[src/rtl/io_bus_arbiter.sv]
`timescale 1ns/1ps
`default_nettype none
// ============================================================================
// Module   : io_bus_arbiter
// Purpose  : Shares one peripheral IO bus between the J1 CPU and two
//            secondary masters. The CPU always wins the bus combinationally,
//            with no wait state. The masters are served through a three-state
//            FSM (IDLE -> ISSUE -> CAPTURE) that slips into CPU-idle cycles.
// Ports    : clk, rst (async, active-low)
//            cpu_addr/cpu_dout/cpu_rd/cpu_wr in, cpu_din out (= p_din)
//            mN_req/mN_rd/mN_addr/mN_wdata in, mN_ack/mN_rdata out (N=1,2)
//            p_addr/p_dout/p_rd/p_wr out, p_din in (shared peripheral bus)
//            busy out (FSM not in IDLE)
// Config   : IO_ARB_RR_EN defined   -> round-robin between M1 and M2
//            IO_ARB_RR_EN undefined -> fixed priority, M1 over M2
// Revision : 1.0 - initial release
// ============================================================================
module io_bus_arbiter (
    input  logic        clk,
    input  logic        rst,
    input  logic [15:0] cpu_addr,
    input  logic [15:0] cpu_dout,
    input  logic        cpu_rd,
    input  logic        cpu_wr,
    output logic [15:0] cpu_din,
    input  logic        m1_req,
    input  logic        m1_rd,
    input  logic [15:0] m1_addr,
    input  logic [15:0] m1_wdata,
    output logic        m1_ack,
    output logic [15:0] m1_rdata,
    input  logic        m2_req,
    input  logic        m2_rd,
    input  logic [15:0] m2_addr,
    input  logic [15:0] m2_wdata,
    output logic        m2_ack,
    output logic [15:0] m2_rdata,
    output logic [15:0] p_addr,
    output logic [15:0] p_dout,
    output logic        p_rd,
    output logic        p_wr,
    input  logic [15:0] p_din,
    output logic        busy
);

    typedef enum logic [1:0] {
        ST_IDLE    = 2'd0,
        ST_ISSUE   = 2'd1,
        ST_CAPTURE = 2'd2
    } state_t;

    localparam logic [1:0] C_GNT_NONE = 2'd0;
    localparam logic [1:0] C_GNT_M1   = 2'd1;
    localparam logic [1:0] C_GNT_M2   = 2'd2;

    state_t      r_state;
    state_t      w_state_nxt;
    logic [1:0]  r_grant;
    logic [1:0]  w_grant_nxt;
    logic        w_cpu_act;
    logic        w_pick_m2;
    logic        w_issue;
    logic        w_capture;

    // Request fields of the granted master; masters hold them until ack.
    logic        w_g_req;
    logic        w_g_rd;
    logic [15:0] w_g_addr;
    logic [15:0] w_g_wdata;

    assign w_cpu_act = cpu_rd | cpu_wr;
    assign cpu_din   = p_din;
    assign busy      = (r_state != ST_IDLE);
    assign w_capture = (r_state == ST_CAPTURE);

    always_comb begin
        w_g_req   = 1'b0;
        w_g_rd    = m1_rd;
        w_g_addr  = m1_addr;
        w_g_wdata = m1_wdata;
        if (r_grant == C_GNT_M1) begin
            w_g_req = m1_req;
        end else if (r_grant == C_GNT_M2) begin
            w_g_req   = m2_req;
            w_g_rd    = m2_rd;
            w_g_addr  = m2_addr;
            w_g_wdata = m2_wdata;
        end
    end

`ifdef IO_ARB_RR_EN
    // r_rr_m2 = 1 means M2 wins the next simultaneous request.
    logic r_rr_m2;

    always_ff @(posedge clk or negedge rst) begin
        if (!rst) begin
            r_rr_m2 <= 1'b0;
        end else if (w_capture) begin
            r_rr_m2 <= (r_grant == C_GNT_M1);
        end
    end

    assign w_pick_m2 = m2_req & (~m1_req | r_rr_m2);
`else
    assign w_pick_m2 = m2_req & ~m1_req;
`endif

    // A master cycle goes out only when the CPU leaves the bus free and the
    // granted master is still requesting.
    assign w_issue = (r_state == ST_ISSUE) & ~w_cpu_act & w_g_req;

    always_comb begin
        w_state_nxt = r_state;
        w_grant_nxt = r_grant;
        case (r_state)
            ST_IDLE: begin
                if (m1_req | m2_req) begin
                    w_grant_nxt = w_pick_m2 ? C_GNT_M2 : C_GNT_M1;
                    w_state_nxt = ST_ISSUE;
                end
            end
            ST_ISSUE: begin
                // A withdrawn request aborts even if the CPU holds the bus.
                if (!w_g_req) begin
                    w_state_nxt = ST_IDLE;
                    w_grant_nxt = C_GNT_NONE;
                end else if (!w_cpu_act) begin
                    w_state_nxt = ST_CAPTURE;
                end
            end
            ST_CAPTURE: begin
                w_state_nxt = ST_IDLE;
                w_grant_nxt = C_GNT_NONE;
            end
            default: begin
                w_state_nxt = ST_IDLE;
                w_grant_nxt = C_GNT_NONE;
            end
        endcase
    end

    always_ff @(posedge clk or negedge rst) begin
        if (!rst) begin
            r_state <= ST_IDLE;
            r_grant <= C_GNT_NONE;
        end else begin
            r_state <= w_state_nxt;
            r_grant <= w_grant_nxt;
        end
    end

    // Ack and read data are registered together so the master sees them in
    // the same cycle, three cycles after its request when the CPU is idle.
    always_ff @(posedge clk or negedge rst) begin
        if (!rst) begin
            m1_ack   <= 1'b0;
            m2_ack   <= 1'b0;
            m1_rdata <= 16'h0000;
            m2_rdata <= 16'h0000;
        end else begin
            m1_ack <= w_capture & (r_grant == C_GNT_M1);
            m2_ack <= w_capture & (r_grant == C_GNT_M2);
            if (w_capture && w_g_rd && (r_grant == C_GNT_M1)) begin
                m1_rdata <= p_din;
            end
            if (w_capture && w_g_rd && (r_grant == C_GNT_M2)) begin
                m2_rdata <= p_din;
            end
        end
    end

    always_comb begin
        p_addr = 16'h0000;
        p_dout = 16'h0000;
        p_rd   = 1'b0;
        p_wr   = 1'b0;
        if (w_cpu_act) begin
            p_addr = cpu_addr;
            p_dout = cpu_dout;
            p_rd   = cpu_rd;
            p_wr   = cpu_wr;
        end else if (w_issue) begin
            p_addr = w_g_addr;
            p_dout = w_g_wdata;
            p_rd   = w_g_rd;
            p_wr   = ~w_g_rd;
        end
    end

endmodule
`default_nettype wire
[config.mk]
export PLATFORM = sky130hd
export DESIGN_NAME = io_bus_arbiter
export DESIGN_NICKNAME = d
export VERILOG_FILES = /design/src/rtl/io_bus_arbiter.sv
export SDC_FILE = /design/constraint.sdc
export NUM_CORES = 1
export LEC_CHECK = 0
export BUFFER_PORTS_ARGS = -buffer_cell sky130_fd_sc_hd__buf_2
export CORE_ASPECT_RATIO = 1.4
export CORE_MARGIN = 2
export CORE_UTILIZATION = 30
export DETAILED_ROUTE_END_ITERATION = 10
export HOLD_SLACK_MARGIN = 0.15
export MAX_ROUTING_LAYER = met4
export PLACE_DENSITY = 0.7
export SETUP_SLACK_MARGIN = 0.3
export SYNTH_ARGS = -nofsm -noshare
export SYNTH_HDL_FRONTEND = slang
export SYNTH_SLANG_ARGS = --single-unit
export TNS_END_PERCENT = 5
[constraint.sdc]
create_clock -name clk -period 2 [get_ports clk]
set_input_delay 0.4 -clock clk [delete_from_list [all_inputs] [get_ports clk]]
set_output_delay 0.4 -clock clk [all_outputs]
set_load 0.005 [all_outputs]
==> impl_metrics.ini, run 1 <==
[status]
run_status = finished, violations left
violations = negative setup slack

[power_and_ir_drop]
power.leakage_nw = 2.29
ir_drop_mv = 0.655
power.density_nw_per_um2 = 823
report.power.total_w = 0.00358

[worst_setup_path]
slowest_stage = a211o_4
critPathLaunchType = flop
crit_arrival_ns = 1.86
r2r_cells = 5
reg2reg_slack_ns = 0.15
cpLargestDelayFamily = compound AO/OA/AOI/OAI gates
max_stage_delay_ns = 0.45
cp_cell_sequence = nand3b_1, a211o_4, buf_12, o31ai_2, buf_2
r2r_end = m2_rdata[11]$_DFFE_PN0P_
crit_required_ns = 1.60
cp-endpoint = p_dout[0]
path_buf_inv = 2
worstSetupEndpointType = output port
crit_fanout = 7
criticalPathCategory = flop to output port
crit_start = r_grant[0]$_DFFE_PN0P_
timing.rr.start = r_grant[0]$_DFFE_PN0P_
worst-path-stages = 5

[die]
die_h_microns = 116
row_count = 41
die_x_microns = 84.2
start_util_pct = 30.5
pin_count = 205
dieArea_sq_um = 9800
coreArea_sq_um = 8870

[clock_network]
clock_latency_ns = 0.28
clock_sinks = 38
root_buffer = clkbuf_16
ctsLongestPathBuffers = 2
numCtsBuffers = 5
clk_pin_slew_worst_paths_ns = 0.06
cts_tree = yes
htreeDepth = 2

[grt]
grt_overflow = 0
grt_max_degree = 35
grt_pass1_vias = 2492
grt_pass1_wl_microns = 11900
grt_use_total_pct = 15.8
antenna_found_initial = 0

[job]
drv_cap = 0

[placement]
port_buffers = 204
gp_congestion = 0.818
dp_hpwl_microns = 5900
dpl-instance-area_sq_um = 3860

[logic_synthesis]
synth_cell_types = 31
synth.avg_cell_area_sq_um = 11.8
async_flop_share_pct = 100
yosysWarningCount = 0
ys_ff_latch = 38
synth_top_cell_by_area = dfrtp_1
synth_nets = 349
synth_edf_count = 0
ys.flop_type = dfrtp_1
synth_top_area_share_pct = 35.2
syn-instance-count = 229
yosysSeqAreaShare_pct = 35.2
synth_area_sq_um = 2700
synth.area.top_cells = dfrtp_1, o31ai_2, mux2i_1, mux2_2, mux2_4

[route]
wire_per_inst_microns = 15.3
met3RoutedLength_microns = 698
top_layer = met4
drc = 0
first_pass_iters = 4
dr_total_vias = 2566
met1Wirelength_microns = 2970
viasPerCell = 4.79
ant_nets = 0
wl_met2_microns = 4390
drt_iter0_drc = 57
routed_wl_microns = 8180

[sta]
worst_slack_ns = -0.259
finalCriticalPeriod_ns = 2.26
hold_violations = 0
fmax_mhz = 443
slew_viol_final = 0
finalSetupViolCount = 34
relSlewSlack_pct = 69.7
timing.final.crit_share_pct = 113
tightest_slew_ns = 0.454
rsz0062_at_grt = true
skew_ns = 0.00583

[final_layout]
design_area_sq_um = 4350
insertedDiodeCount = 0
fin_nets = 548
drive_gt1_share_pct = 75.1
area_growth_pct = 61.0

[min_path]
hold_start = p_din[12]
hold_path_class = primary input to flop
-- power breakdown --
part | switching (W) | total (W) | internal (W)
sequential | 0.0000913 | 0.00101 | 0.000923
combinational | 0.000816 | 0.00170 | 0.000884
clock | 0.000287 | 0.000870 | 0.000582
total | 0.00119 | 0.00358 | 0.00239
-- logic make-up after synthesis --
logic type,Yosys count,share of synthesized area [%]
AO/OA/AOI/OAI,41,16.5
buffers and inverters,36,12.4
flip-flops,38,35.2
multiplexers,65,27.0
AND/OR/NAND/NOR,49,8.93
-- state kept, by name, summed over array words and instances, names as in the netlist --
register	flops
m1_rdata	16
r_grant	2
m1_ack	1
m2_rdata	16
r_state	2
m2_ack	1
-- what timing repair did --
action,in CTS,in global routing
cloned,3,1
hold buffers,1,0
gates resized for setup,20,22
pin swaps,16,1
endpoints found under the setup margin,50,64
endpoints found under the hold margin,8,0
setup buffers,1,2
-- worst min path at each step --
stage                                     endpoint  slack [ns]  cells after the start
after global placement    m2_rdata[12]$_DFFE_PN0P_        0.25                      1
after floorplan                   m1_ack$_DFF_PN0_        0.10                      0
after CTS                 m2_rdata[12]$_DFFE_PN0P_        0.37                      2
after detailed placement  m1_rdata[13]$_DFFE_PN0P_        0.26                      1
final                     m2_rdata[12]$_DFFE_PN0P_        0.37                      2
after global routing       m2_rdata[1]$_DFFE_PN0P_        0.38                      2
-- cell usage in the layout (no fill, tap or decap) --
| master | n |
|---|---|
| a211o_4 | 1 |
| a211oi_4 | 1 |
| a21oi_1 | 2 |
| a31o_2 | 1 |
| and3_1 | 1 |
| and3b_2 | 1 |
| and4bb_2 | 1 |
| buf_12 | 4 |
| buf_16 | 3 |
| buf_2 | 204 |
| buf_4 | 12 |
| buf_6 | 1 |
| bufinv_16 | 1 |
| clkbuf_16 | 6 |
| clkinv_2 | 2 |
| dfrtp_1 | 38 |
| dlygate4sd3_1 | 1 |
| inv_1 | 2 |
| mux2_2 | 16 |
| mux2_4 | 17 |
| mux2i_1 | 18 |
| mux2i_2 | 13 |
| mux2i_4 | 1 |
| nand2_1 | 34 |
| nand2_4 | 1 |
| nand3b_1 | 2 |
| nand4_4 | 1 |
| nor2_1 | 4 |
| nor2b_1 | 1 |
| nor2b_4 | 1 |
| o21ai_0 | 2 |
| o2bb2ai_1 | 1 |
| o31ai_1 | 1 |
| o31ai_2 | 7 |
| o31ai_4 | 25 |
| or2_4 | 2 |
-- worst reg2reg max path, stage by stage (launching register included) --
cell and delay (ns):
dfrtp_1 0.40, buf_4 0.16, nor2b_4 0.21, buf_4 0.16, nand4_4 0.35, mux2_4 0.45
-- synth_stat cells (3+ instances only) --
| cell type | n |
|---|---|
| buf_12 | 3 |
| buf_4 | 19 |
| buf_6 | 7 |
| dfrtp_1 | 38 |
| mux2_2 | 23 |
| mux2_4 | 10 |
| mux2i_1 | 32 |
| nand2_1 | 34 |
| nor2_1 | 4 |
| o31ai_1 | 4 |
| o31ai_2 | 29 |
-- per-layer routing --
layer  vias up  global-route usage [%]
met4         0                    5.16
li1       1211                       -
met1      1189                    17.1
met2       157                    28.9
met3         9                    3.04
met5         -                       -
-- area by class of cell --
| type | count | area (sq um) |
|---|---|---|
| clock inverter | 3 | 40.0 |
| fill | 780 | 4520 |
| sequential | 38 | 951 |
| tap | 107 | 134 |
| timing repair buffer | 226 | 1320 |
| inverter | 2 | 7.51 |
| multi-input combinational | 155 | 1780 |
| clock buffer | 5 | 125 |
-- per-stage QoR --
stage / setup TNS, ns / util (%) / setup WS (ns) / instances / hold WS (ns)
after floorplan: 0 / - / 0.214 / 229 / 0.104
after global placement: 0 / 43.5 / 0.0118 / 520 / 0.250
after detailed placement: -0.0540 / 43.5 / -0.0232 / 520 / 0.262
after CTS: -8.35 / 47.3 / -0.260 / 533 / 0.370
after global routing: -10.33 / 49.0 / -0.326 / 536 / 0.376
final: -8.02 / 49.0 / -0.259 / 536 / 0.374
Power figures use the tool's default switching activity.
==> run 2, diff against run 1 <==
--- a/config.mk
+++ b/config.mk
@@ -9,12 +9,12 @@
 export CORE_ASPECT_RATIO = 1.4
 export CORE_MARGIN = 2
 export CORE_UTILIZATION = 30
+export CTS_CLUSTER_SIZE = 12
 export DETAILED_ROUTE_END_ITERATION = 10
 export HOLD_SLACK_MARGIN = 0.15
 export MAX_ROUTING_LAYER = met4
-export PLACE_DENSITY = 0.7
+export PLACE_DENSITY = 0.67
 export SETUP_SLACK_MARGIN = 0.3
 export SYNTH_ARGS = -nofsm -noshare
 export SYNTH_HDL_FRONTEND = slang
 export SYNTH_SLANG_ARGS = --single-unit
-export TNS_END_PERCENT = 5
==> impl_metrics.ini, run 2 (synthesis results as in run 1) <==
[clock_network]
clock_latency_ns = 0.28
clk_pin_slew_worst_paths_ns = 0.06
ctsLongestPathBuffers = 2
root_buffer = clkbuf_16
htreeDepth = 2
cts_tree = yes
clock_sinks = 38
numCtsBuffers = 5
cts_hold_buf = 0

[sta]
finalCriticalPeriod_ns = 2.30
finalSetupViolCount = 34
worst_slack_ns = -0.296
skew_ns = 0.00501
timing.final.crit_share_pct = 115
relSlewSlack_pct = 67.2
hold_violations = 0
tightest_slew_ns = 0.491
fmax_mhz = 436
slew_viol_final = 0
rsz0062_at_grt = true

[grt]
grt_pass1_vias = 2495
antenna_found_initial = 0
grt_overflow = 0
grt_max_degree = 39
grt_use_total_pct = 16.2
grt_pass1_wl_microns = 12300

[final_layout]
insertedDiodeCount = 0
drive_gt1_share_pct = 75.6
final_cell_mix = buf_2, dfrtp_1, nand2_1
fin_nets = 554
final_core_util_pct = 52.2
design_area_sq_um = 4630
top_regs = m1_rdata: 16 flops, m2_rdata: 16 flops
final_common_cell = buf_2
area_growth_pct = 71.2

[status]
violations = negative setup slack
run_status = finished, violations left

[placement]
dp_hpwl_microns = 5780
dpl_worst_slack_ns = -0.0270
dpl-instance-area_sq_um = 3850
gp_congestion = 0.756
port_buffers = 204

[power_and_ir_drop]
power.density_nw_per_um2 = 859
ir_drop_mv = 0.635
p_sw_share_pct = 31.7
internal_power_w = 0.00272
power_frac_comb_pct = 47.9
power.leakage_nw = 2.43
clkPwrFrac_pct = 26.4
netSwitchingPower_w = 0.00126
report.power.total_w = 0.00398
seqPwrFrac_pct = 25.7

[route]
drt_iter0_drc = 63
wire_per_inst_microns = 16.2
drc = 0
routed_wl_microns = 8770
viasPerCell = 4.87
dr_total_vias = 2642
first_pass_iters = 4
ant_nets = 0

[worst_setup_path]
critPathLaunchType = flop
crit_fanout = 10
crit_arrival_ns = 1.90
worstSetupEndpointType = output port
criticalPathCategory = flop to output port
crit_required_ns = 1.60

[die]
coreArea_sq_um = 8870
row_count = 41
dieArea_sq_um = 9800
die_x_microns = 84.2
die_h_microns = 116
start_util_pct = 30.5
pin_count = 205

[min_path]
hold_path_class = primary input to async pin

[job]
drv_cap = 0
## run 2: worst max-delay path: stages, from the launching register on
cell and delay [ns]:
dfrtp_2 0.41, nand3b_1 0.20, a211o_4 0.43, buf_12 0.18
o31ai_1 0.24, buf_2 0.15
## run 2: path summary, 6_finish.rpt
| path | startpoint | end | slack [ns] | cells after the start |
|---|---|---|---|---|
| max in group asynchronous | rst | r_grant[0]$_DFFE_PN0P_ | 1.47 | 2 |
| min in group clk | p_din[13] | m2_rdata[13]$_DFFE_PN0P_ | 0.38 | 2 |
| worst min-delay path | rst | m1_rdata[8]$_DFFE_PN0P_ | 0.17 | 2 |
| worst max-delay path | r_grant[0]$_DFFE_PN0P_ | p_dout[15] | -0.30 | 5 |
| worst max register to register | r_grant[1]$_DFFE_PN0P_ | m1_rdata[10]$_DFFE_PN0P_ | 0.23 | 7 |
| worst min register to register | m1_rdata[15]$_DFFE_PN0P_ | m1_rdata[15]$_DFFE_PN0P_ | 0.50 | 1 |
## run 2: metal layers
layer | GRT usage, % | share of wire [%]
met1 | 19.7 | 39
met2 | 27.7 | 53
met3 | 1.55 | 6.8
met4 | 6.24 | 1.3
met5 | - | 0
## run 2: cell type report
class / count / area (sq um)
clock buffer: 6 / 139
clock inverter: 2 / 60.1
fill: 750 / 4250
inverter: 2 / 7.51
multi-input combinational: 156 / 1870
sequential: 38 / 952
tap: 107 / 134
timing repair buffer: 231 / 1470
## run 2: power groups by stage
stage | registers [W] | logic, W | clock network, W
6_report | 0.00102 | 0.00190 | 0.00105
5_1_grt | 0.00104 | 0.00204 | 0.00109
4_1_cts | 0.00101 | 0.00167 | 0.00107
3_5_place_dp | 0.00103 | 0.00134 | 0
3_3_place_gp | 0.00102 | 0.00131 | 0
2_1_floorplan | 0.00103 | 0.000910 | 0
## run 2: metrics by stage
stage	hold WS, ns	std cells	TNS (ns)
after floorplan	0.104	229	0
after global placement	0.467	518	0
after detailed placement	0.477	518	-0.0333
after CTS	0.182	535	-8.29
after global routing	0.217	542	-10.77
final	0.172	542	-8.95
## run 2: timing repair
item,4_1_cts,5_1_grt
setup buffers,7,2
pin swaps,4,10
resized for setup,41,27
cloned,2,5
endpoints found under the setup margin,34,67
